### src/rtl/dscope_pkg.sv
`default_nettype none
// ----------------------------------------------------------------------------
// dscope_pkg: shared slot/pulse constants and pulse FSM types.  Rev 1.0
// ----------------------------------------------------------------------------
package dscope_pkg;

    localparam int NUM_SLOTS    = 4;
    localparam int SLOT_W       = $clog2(NUM_SLOTS);
    localparam int MIN_SLOT_LEN = 2;

    typedef enum logic [2:0] {
        ST_IDLE = 3'd0,
        ST_HIT  = 3'd1,
        ST_GND  = 3'd2,
        ST_DEAD = 3'd3,
        ST_HUSH = 3'd4,
        ST_RXS  = 3'd5,
        ST_WAIT = 3'd6
    } pulse_state_e;

    typedef struct packed {
        pulse_state_e st;
        logic [15:0]  ph;
        logic [3:0]   pairs;
    } pulse_step_t;

endpackage
`default_nettype wire

### src/rtl/slot_pulser_timer.sv
`default_nettype none
// ----------------------------------------------------------------------------
// slot_timer: per-slot period counter producing o_slot and o_slot_start.  Rev 1.0
// ----------------------------------------------------------------------------
module slot_timer
    import dscope_pkg::*;
(
    input  logic        clk,
    input  logic        rst_n,
    input  logic [15:0] i_ts_time_0,
    input  logic [15:0] i_ts_time_1,
    input  logic [15:0] i_ts_time_2,
    input  logic [15:0] i_ts_time_3,
    output logic [1:0]  o_slot,
    output logic        o_slot_start,
    output logic        o_last
);

    localparam logic [15:0] MIN_LEN = 16'(MIN_SLOT_LEN);

    logic        run_q;
    logic [15:0] cnt_q;
    logic [15:0] len_q;
    logic [1:0]  slot_q;
    logic        start_q;
    logic [15:0] ts_sel;
    logic [15:0] len_live;
    logic [15:0] len_cur;

    always_comb begin
        ts_sel = i_ts_time_0;
        case (slot_q)
            2'd1:    ts_sel = i_ts_time_1;
            2'd2:    ts_sel = i_ts_time_2;
            2'd3:    ts_sel = i_ts_time_3;
            default: ts_sel = i_ts_time_0;
        endcase
    end

    // Length is taken live in cycle 0 and held for the rest of the slot.
    assign len_live = (ts_sel < MIN_LEN) ? MIN_LEN : ts_sel;
    assign len_cur  = start_q ? len_live : len_q;
    assign o_last   = run_q && (cnt_q == len_cur - 16'd1);

    always_ff @(posedge clk or negedge rst_n) begin
        if (!rst_n) begin
            run_q   <= 1'b0;
            cnt_q   <= 16'd0;
            len_q   <= 16'd0;
            slot_q  <= 2'd0;
            start_q <= 1'b0;
        end else begin
            if (start_q)
                len_q <= len_live;
            if (!run_q) begin
                run_q   <= 1'b1;
                cnt_q   <= 16'd0;
                slot_q  <= 2'd0;
                start_q <= 1'b1;
            end else if (o_last) begin
                cnt_q   <= 16'd0;
                slot_q  <= slot_q + 2'd1;
                start_q <= 1'b1;
            end else begin
                cnt_q   <= cnt_q + 16'd1;
                start_q <= 1'b0;
            end
        end
    end

    assign o_slot       = slot_q;
    assign o_slot_start = start_q;

endmodule
`default_nettype wire

### src/rtl/slot_pulser.sv
`default_nettype none
// ----------------------------------------------------------------------------
// slot_pulser: per-slot HIT/DEAD/GND pulse train, hush blanking and rx strobe.
// Optional SLOT_PULSER_FRAME_CNT_EN adds o_frame_cnt.  Rev 1.0
// ----------------------------------------------------------------------------
module slot_pulser #(
    parameter int DEAD_TICKS = 0
) (
    input  logic        clk,
    input  logic        rst_n,
    input  logic [15:0] i_ts_time_0,
    input  logic [15:0] i_ts_time_1,
    input  logic [15:0] i_ts_time_2,
    input  logic [15:0] i_ts_time_3,
    input  logic [3:0]  i_pulse_mask,
    input  logic [7:0]  i_pulse_hit,
    input  logic [7:0]  i_pulse_gnd,
    input  logic [3:0]  i_pulse_count,
    input  logic [15:0] i_pulse_hush,
    output logic [1:0]  o_slot,
    output logic        o_slot_start,
    output logic [3:0]  o_pulse_p,
    output logic [3:0]  o_pulse_n,
    output logic        o_hush,
    output logic        o_rx_start
`ifdef SLOT_PULSER_FRAME_CNT_EN
    ,
    output logic [15:0] o_frame_cnt
`endif
);
    import dscope_pkg::*;

    localparam logic        HAS_DEAD = (DEAD_TICKS > 0);
    localparam logic [15:0] DEAD_M1  = HAS_DEAD ? 16'(DEAD_TICKS - 1) : 16'd0;

    logic         w_last;
    pulse_state_e state_q, state_d;
    logic [15:0]  ph_q, ph_d;
    logic [3:0]   pairs_q, pairs_d;
    logic [3:0]   mask_q, count_q;
    logic [7:0]   hit_q, gnd_q;
    logic [15:0]  hush_q;
    logic [7:0]   w_hit, w_gnd;
    logic [3:0]   w_count;
    logic [15:0]  w_hush;
    logic         w_empty;
    pulse_step_t  s_hush, s_entry, s_end, s_adead, s_ahit;

    slot_timer u_timer (
        .clk          (clk),
        .rst_n        (rst_n),
        .i_ts_time_0  (i_ts_time_0),
        .i_ts_time_1  (i_ts_time_1),
        .i_ts_time_2  (i_ts_time_2),
        .i_ts_time_3  (i_ts_time_3),
        .o_slot       (o_slot),
        .o_slot_start (o_slot_start),
        .o_last       (w_last)
    );

    // Cycle 0 decides on the live inputs; they are latched at its end.
    assign w_hit   = o_slot_start ? i_pulse_hit   : hit_q;
    assign w_gnd   = o_slot_start ? i_pulse_gnd   : gnd_q;
    assign w_count = o_slot_start ? i_pulse_count : count_q;
    assign w_hush  = o_slot_start ? i_pulse_hush  : hush_q;
    assign w_empty = (w_hit == 8'd0) && (w_gnd == 8'd0) && !HAS_DEAD;

    always_comb begin
        s_hush.st    = (w_hush != 16'd0) ? ST_HUSH : ST_RXS;
        s_hush.ph    = (w_hush != 16'd0) ? (w_hush - 16'd1) : 16'd0;
        s_hush.pairs = pairs_q;

        s_entry.pairs = pairs_q;
        if (w_hit != 8'd0) begin
            s_entry.st = ST_HIT;
            s_entry.ph = {8'd0, w_hit} - 16'd1;
        end else if (HAS_DEAD) begin
            s_entry.st = ST_DEAD;
            s_entry.ph = DEAD_M1;
        end else begin
            s_entry.st = ST_GND;
            s_entry.ph = {8'd0, w_gnd} - 16'd1;
        end

        if (pairs_q > 4'd1) begin
            s_end       = s_entry;
            s_end.pairs = pairs_q - 4'd1;
        end else begin
            s_end = s_hush;
        end

        if (w_gnd != 8'd0) begin
            s_adead.st    = ST_GND;
            s_adead.ph    = {8'd0, w_gnd} - 16'd1;
            s_adead.pairs = pairs_q;
        end else begin
            s_adead = s_end;
        end

        if (HAS_DEAD) begin
            s_ahit.st    = ST_DEAD;
            s_ahit.ph    = DEAD_M1;
            s_ahit.pairs = pairs_q;
        end else begin
            s_ahit = s_adead;
        end
    end

    always_comb begin
        state_d = state_q;
        ph_d    = ph_q;
        pairs_d = pairs_q;
        if (w_last) begin
            state_d = ST_IDLE;
        end else begin
            case (state_q)
                ST_IDLE: if (o_slot_start) begin
                    if ((w_count == 4'd0) || w_empty) begin
                        {state_d, ph_d} = {s_hush.st, s_hush.ph};
                    end else begin
                        {state_d, ph_d} = {s_entry.st, s_entry.ph};
                        pairs_d = w_count;
                    end
                end
                ST_HIT:  if (ph_q != 16'd0) ph_d = ph_q - 16'd1;
                         else {state_d, ph_d, pairs_d} = s_ahit;
                ST_DEAD: if (ph_q != 16'd0) ph_d = ph_q - 16'd1;
                         else {state_d, ph_d, pairs_d} = s_adead;
                ST_GND:  if (ph_q != 16'd0) ph_d = ph_q - 16'd1;
                         else {state_d, ph_d, pairs_d} = s_end;
                ST_HUSH: if (ph_q != 16'd0) ph_d = ph_q - 16'd1;
                         else state_d = ST_RXS;
                ST_RXS:  state_d = ST_WAIT;
                default: state_d = ST_WAIT;
            endcase
        end
    end

    always_ff @(posedge clk or negedge rst_n) begin
        if (!rst_n) begin
            state_q <= ST_IDLE;
            ph_q    <= 16'd0;
            pairs_q <= 4'd0;
            mask_q  <= 4'd0;
            hit_q   <= 8'd0;
            gnd_q   <= 8'd0;
            count_q <= 4'd0;
            hush_q  <= 16'd0;
        end else begin
            state_q <= state_d;
            ph_q    <= ph_d;
            pairs_q <= pairs_d;
            if (o_slot_start) begin
                mask_q  <= i_pulse_mask;
                hit_q   <= i_pulse_hit;
                gnd_q   <= i_pulse_gnd;
                count_q <= i_pulse_count;
                hush_q  <= i_pulse_hush;
            end
        end
    end

    // Decoded straight from the async-reset state so reset drops drive at once.
    assign o_pulse_p  = (state_q == ST_HIT) ? mask_q : 4'd0;
    assign o_pulse_n  = (state_q == ST_GND) ? mask_q : 4'd0;
    assign o_hush     = (state_q == ST_HUSH);
    assign o_rx_start = (state_q == ST_RXS);

`ifdef SLOT_PULSER_FRAME_CNT_EN
    logic [15:0] frame_q;

    always_ff @(posedge clk or negedge rst_n) begin
        if (!rst_n)
            frame_q <= 16'd0;
        else if (w_last && (o_slot == 2'd3))
            frame_q <= frame_q + 16'd1;
    end

    assign o_frame_cnt = frame_q;
`endif

endmodule
`default_nettype wire

### config.mk
export PLATFORM = sky130hd
export DESIGN_NAME = slot_pulser
export DESIGN_NICKNAME = d
export VERILOG_FILES = /design/src/rtl/dscope_pkg.sv /design/src/rtl/slot_pulser_timer.sv /design/src/rtl/slot_pulser.sv
export SDC_FILE = /design/constraint.sdc
export NUM_CORES = 1
export LEC_CHECK = 0
export CORE_ASPECT_RATIO = 0.7
export CORE_MARGIN = 3
export CORE_UTILIZATION = 30
export CTS_BUF_LIST = sky130_fd_sc_hd__clkbuf_16
export CTS_CLUSTER_SIZE = 12
export DETAILED_ROUTE_END_ITERATION = 8
export PLACE_DENSITY_LB_ADDON = 0.3
export SLEW_MARGIN = 10
export SYNTH_ARGS = -nofsm -noshare
export SYNTH_HDL_FRONTEND = slang
export SYNTH_HIERARCHICAL = 1
export SYNTH_SLANG_ARGS = --single-unit
### constraint.sdc
create_clock -name clk -period 5.5 [get_ports clk]
set_input_delay 0.55 -clock clk [delete_from_list [all_inputs] [get_ports clk]]
set_output_delay 0.55 -clock clk [all_outputs]
set_load 0.02 [all_outputs]
==> results.json, run 1 <==
{
  "outcome": "complete, no violations",
  "clock_path_buffers": 2,
  "yosysTopAreaCellShare_pct": 32.6,
  "area_growth_pct": 23.8,
  "ir_drop_uv": 162,
  "synth_seq_cells": 99,
  "fmaxAchievable_mhz": 200,
  "leakage_nw": 3.66,
  "htreeDepth": 3,
  "cts_tree": "built",
  "cts_resized": 0,
  "async_flop_share_pct": 100,
  "firstDrtPassIters": 5,
  "rows": 48,
  "die_y_um": 139,
  "dp_hpwl_um": 19500,
  "cts_setup_buffers": 0,
  "period_share_pct": 91.1,
  "yosysUniqueCellTypes": 84,
  "drc_errors": 0,
  "grt-ovfl-total": 0,
  "path_common_cell": "a21oi_1",
  "vias_per_cell": 5.44,
  "grt_start_max_net_pins": 55,
  "place_inst": 1292,
  "ant_nets": 0,
  "start_util_pct": 30.7,
  "cp-end-kind": "register",
  "min-delay-path-class": "in -> async",
  "final.min_clock_period_ps": 5010,
  "setup_viol": 0,
  "gp_congestion": 0.927,
  "final_cell_count_no_fill": 1308,
  "cts_made_buffers": 9,
  "wl_um": 24700,
  "synth-seq-area-share_pct": 32.6,
  "synth_fp_nets": 989,
  "critPathArrivalTime_ps": 5250,
  "synth_area_mm2": 0.00760,
  "wl_per_cell_um": 18.9,
  "synth_flop_cell": "dfrtp_1",
  "clkTransAtPathRegs_ps": 70,
  "synth_warnings": 6,
  "syn-instance-count": 869,
  "clk_latency_ps": 360,
  "worst_clock_skew_ps": 11.3,
  "fillers": 2535,
  "fin_area_mm2": 0.00940,
  "synth_top_area_cell": "dfrtp_1",
  "core_area_mm2": 0.0247,
  "die_area_mm2": 0.0273,
  "synth_area_leaders": "dfrtp_1 (33%), mux2_2 (4.3%), nor2_1 (4.1%)",
  "cts_hold_buf": 0,
  "crit_buf_inv": 2,
  "drive_above_1_share_pct": 11.2,
  "max_stage_delay_ps": 430,
  "placed_area_mm2": 0.00909,
  "nets": 1098,
  "maxSlewHeadroom_pct": 28.0,
  "hold_violations": 0,
  "fin_setup_tns_ps": 0,
  "required_ps": 5740,
  "max_cap_violations": 0,
  "cp_slowest_cell": "dfrtp_1",
  "p_per_area_mw_per_mm2": 322,
  "pin_count": 119,
  "grt_use_total_pct": 18.2,
  "grt_pass1_wl_um": 39800,
  "cp_cell_sequence": "ha_2 -> buf_4 -> a222oi_1 -> a21oi_1 -> nor4_1 -> nand3_1 -> a31oi_1 -> ha_1 -> nor3b_2 -> nor4b_4 -> a21oi_1 -> nor2_1 -> a22oi_1 -> nand4_1 -> nor2_2 -> nor3_1 -> a21oi_1 -> buf_4 -> nor2_1 -> o21ai_0 -> o31ai_1 -> a21oi_1",
  "first_iter_violations": 648,
  "root_buffer": "clkbuf_16",
  "antenna_found_initial": 0,
  "clock-sinks": 99,
  "criticalPathCategory": "reg -> reg",
  "die_x_um": 196,
  "finalMaxSlewViolations": 0,
  "synth-edff-count": 0,
  "cp_top_family": "simple AND/OR/NAND/NOR gates",
  "syn_area_per_cell_um2": 8.74,
  "cp_max_fo": 14,
  "port_buffers": 118,
  "worst_slew_pin_slew_ps": 1080,
  "routed-via-count": 7119,
  "first_global_vias": 6742,
  "cp-start-kind": "register",
  "diodes": 0
}
worst reg2reg max path, delay by kind of cell, from the launching register on:
kind            cells  cell delay, ps
flops               1             430
compound gates      9            1660
simple gates        9            1880
fa+ha+maj           2             530
buf+inv             2             390
final timing paths:
check                                       start           endpoint  slack, ps  depth (start not counted)
worst max-delay path            u_timer/o_slot[0]           ph_q[15]        490                         22
worst min-delay path                        rst_n          hush_q[9]        260                          1
worst max register to register  u_timer/o_slot[0]           ph_q[15]        490                         22
worst min register to register          hush_q[8]          hush_q[8]        520                          1
max in group asynchronous                   rst_n  u_timer/o_slot[1]       4130                          2
min in group clk                        hush_q[8]          hush_q[8]        520                          1
Yosys cell counts (7+ instances only):
cell,n
a22o_1,7
mux2_2,29
o211ai_1,9
clkbuf_1,14
dfrtp_1,99
xnor2_1,35
a211oi_1,14
nor3b_1,17
nor2_1,83
and3_1,9
nand2_1,55
nor2b_1,11
mux2i_1,23
nand3_1,29
a21oi_1,38
and2_1,12
a31oi_1,10
o21ai_0,56
a22oi_1,10
or3_1,9
nor3_1,34
buf_6,7
xor2_1,23
buf_2,15
inv_1,46
ha_1,14
a221oi_1,7
nor4_1,17
sequential cells by signal (all words and copies together) (netlist names):
signal	count
count_q	4
gnd_q	8
hit_q	8
hush_q	16
mask_q	4
pairs_q	4
ph_q	16
state_q	3
u_timer/cnt_q	16
u_timer/len_q	16
u_timer/o_slot	2
u_timer/o_slot_start	1
u_timer/run_q	1
layout make-up:
cell class	count	area, um^2	area share, %
clock buffer	9	225	2.40
multi-input combinational	683	4720	50.3
sequential	99	2480	26.4
inverter	47	176	1.88
clock inverter	7	58.8	0.625
timing repair buffer	138	1330	14.1
tap	325	407	4.33
metrics by stage:
stage / setup WS (ps) / utilization [%] / power [mW] / hold WS [ps]
after detailed placement: 184 / 36.7 / 2.36 / 506
after global placement: 281 / 36.7 / 2.37 / 497
after floorplan: 675 / - / 1.89 / 254
after CTS: 152 / 37.9 / 3.01 / 281
final: 491 / 38.0 / 3.03 / 258
after global routing: -1.39 / 38.0 / 3.23 / 298
cell usage in the layout, fill, tap and decap left out, types with 6 or more instances in the layout:
cell type	instances
clkdlybuf4s50_1	117
dfrtp_1	98
nor2_1	82
o21ai_0	56
nand2_1	55
inv_1	46
a21oi_1	38
xnor2_1	35
nor3_1	34
mux2_2	29
nand3_1	29
mux2i_1	23
xor2_1	23
buf_4	21
nor4_1	17
nor3b_1	16
a211oi_1	14
and2_1	12
ha_1	12
nor2b_1	11
a22oi_1	10
a31oi_1	10
or3_1	9
o211ai_1	9
and3_1	9
clkbuf_16	9
a22o_1	7
a221oi_1	7
or2_2	6
nand4_1	6
nand2b_1	6
o22ai_1	6
a222oi_1	6
power by group:
group          internal, mW  total (mW)  switching (mW)  leakage [nW]
Sequential            0.857        1.01           0.154          1.21
Clock                 0.316       0.629           0.313         0.144
Combinational         0.557        1.39           0.831          2.30
metal layers:
metal	wire length, um	track usage (%)
met5	37	1.06
met4	286	3.00
met3	1950	5.20
met2	9440	23.2
met1	13000	29.7
cell families (layout without fill, tap and decap cells):
family	after synthesis	count (layout)	share of synthesized area, %
flops	99	99	32.6
xor+xnor	58	58	6.69
compound gates	224	224	21.2
fa+ha+maj	14	14	2.31
mux	55	55	7.89
buf+inv	87	201	5.57
other cells	1	1	0.0494
simple gates	331	331	23.7
Note: power is estimated with default switching activity, not from simulation.
==> run 2, diff against run 1 <==
- CORE_ASPECT_RATIO: 0.7 -> 0.75
==> run 2 against run 1 <==
Net effect: global-route usage grew 0.19 points; non-clock buffer count grew 1; wire length grew 3.1%; design area is essentially flat; largest cell class unchanged; largest power group unchanged; highest routed layer is now met4.
==> results.json, run 2 (synthesis gave the netlist of run 1 again) <==
{
  "p_per_area_mw_per_mm2": 320,
  "dp_hpwl_um": 19800,
  "cts_made_buffers": 9,
  "routed-via-count": 7240,
  "area_growth_pct": 23.8,
  "finalMaxSlewViolations": 0,
  "die_y_um": 144,
  "cp_max_fo": 17,
  "grt_pass1_wl_um": 39200,
  "fin_area_mm2": 0.00941,
  "grt-ovfl-total": 0,
  "clk_latency_ps": 360,
  "cp-start-kind": "register",
  "fin_ws_ps": 449,
  "power_mw": 3.01,
  "worst_slew_pin_slew_ps": 976,
  "place_worst_setup_slack_ps": 24.8,
  "outcome": "complete, no violations",
  "drive_above_1_share_pct": 11.2,
  "worst_clock_skew_ps": 13.1,
  "clock-sinks": 99,
  "wl_per_cell_um": 19.4,
  "final.min_clock_period_ps": 5050,
  "ant_nets": 0,
  "grt_use_total_pct": 18.4,
  "vias_per_cell": 5.51,
  "pin_count": 119,
  "maxSlewHeadroom_pct": 34.7,
  "grt_start_max_net_pins": 55,
  "setup_viol": 0,
  "min-delay-path-class": "in -> async",
  "cp-end-kind": "register",
  "die_x_um": 190,
  "die_area_mm2": 0.0273,
  "drc_errors": 0,
  "max_cap_violations": 0,
  "cts_resized": 0,
  "rows": 49,
  "htreeDepth": 3,
  "fin_setup_tns_ps": 0,
  "wl_um": 25400,
  "leakage_nw": 3.66,
  "first_iter_violations": 802,
  "diodes": 0,
  "ir_drop_uv": 169,
  "gp_congestion": 0.944,
  "cts_hold_buf": 0,
  "most-common-layout-cells": "clkdlybuf4s50_1 (117), dfrtp_1 (98), nor2_1 (81)",
  "period_share_pct": 91.8,
  "hold_violations": 0,
  "antenna_found_initial": 0,
  "root_buffer": "clkbuf_16",
  "cts_tree": "built",
  "placed_area_mm2": 0.00910,
  "critPathArrivalTime_ps": 5280,
  "required_ps": 5730,
  "first_global_vias": 6613,
  "clkTransAtPathRegs_ps": 70,
  "r2r_cells": 20,
  "start_util_pct": 31.1,
  "clock_path_buffers": 2,
  "criticalPathCategory": "reg -> reg",
  "core_area_mm2": 0.0244,
  "firstDrtPassIters": 5,
  "port_buffers": 118,
  "cts_setup_buffers": 0,
  "nets": 1099,
  "fmaxAchievable_mhz": 198,
  "fillers": 2496,
  "layout_commonest_cell": "clkdlybuf4s50_1",
  "rsz0062_at_grt": "false"
}
[run 2: routing by layer]
metal / share of wire (%) / global-route usage, %
met3: 9.6 / 4.85
met2: 37 / 22.6
met5: 0 / 0
met1: 53 / 30.6
met4: 0.88 / 3.65
[run 2: worst max-delay path, stage by stage (launching register included)]
cell	delay (ps)
dfrtp_1	420
ha_2	330
a222oi_1	470
a21oi_1	200
nor4_1	290
nand3_1	200
a31oi_1	300
ha_1	270
nor3b_1	260
nor4b_4	300
o211a_1	190
nor2_1	50
a22oi_1	230
nand4_1	160
nor2_2	210
nor3_1	90
a21oi_1	160
buf_4	230
nor2_1	130
a221oi_1	320
o41ai_1	120
[run 2: stage by stage]
stage                     instances  utilization [%]  hold WS, ps
after CTS                      1314             38.4          218
after global placement         1299             37.3          501
after floorplan                 869                -          254
after global routing           1314             38.5          244
final                          1314             38.5          208
after detailed placement       1299             37.3          506
[run 2: path summary, 6_finish.rpt]
path	startpoint	end	slack, ps
max	u_timer/o_slot[0]	ph_q[2]	450
max reg2reg	u_timer/o_slot[0]	ph_q[2]	450
min	rst_n	gnd_q[0]	210
min reg2reg	gnd_q[1]	gnd_q[1]	520
max in group asynchronous	rst_n	u_timer/o_slot_start	4070
min in group clk	gnd_q[1]	gnd_q[1]	520
[run 2: layout make-up]
cell class | instances | area, um^2 | share of cell area (%)
Clock buffer | 9 | 225 | 2.39
Clock inverter | 6 | 42.5 | 0.452
Inverter | 47 | 176 | 1.88
Multi-Input combinational cell | 683 | 4730 | 50.3
Sequential cell | 99 | 2480 | 26.4
Tap cell | 331 | 414 | 4.40
Timing Repair Buffer | 139 | 1340 | 14.2
[run 2: where the power goes]
group | switching, mW | total [mW] | internal, mW | leakage [nW]
clock network | 0.296 | 0.603 | 0.307 | 0.139
logic | 0.828 | 1.39 | 0.559 | 2.31
registers | 0.164 | 1.02 | 0.857 | 1.21
total | 1.29 | 3.01 | 1.72 | 3.66
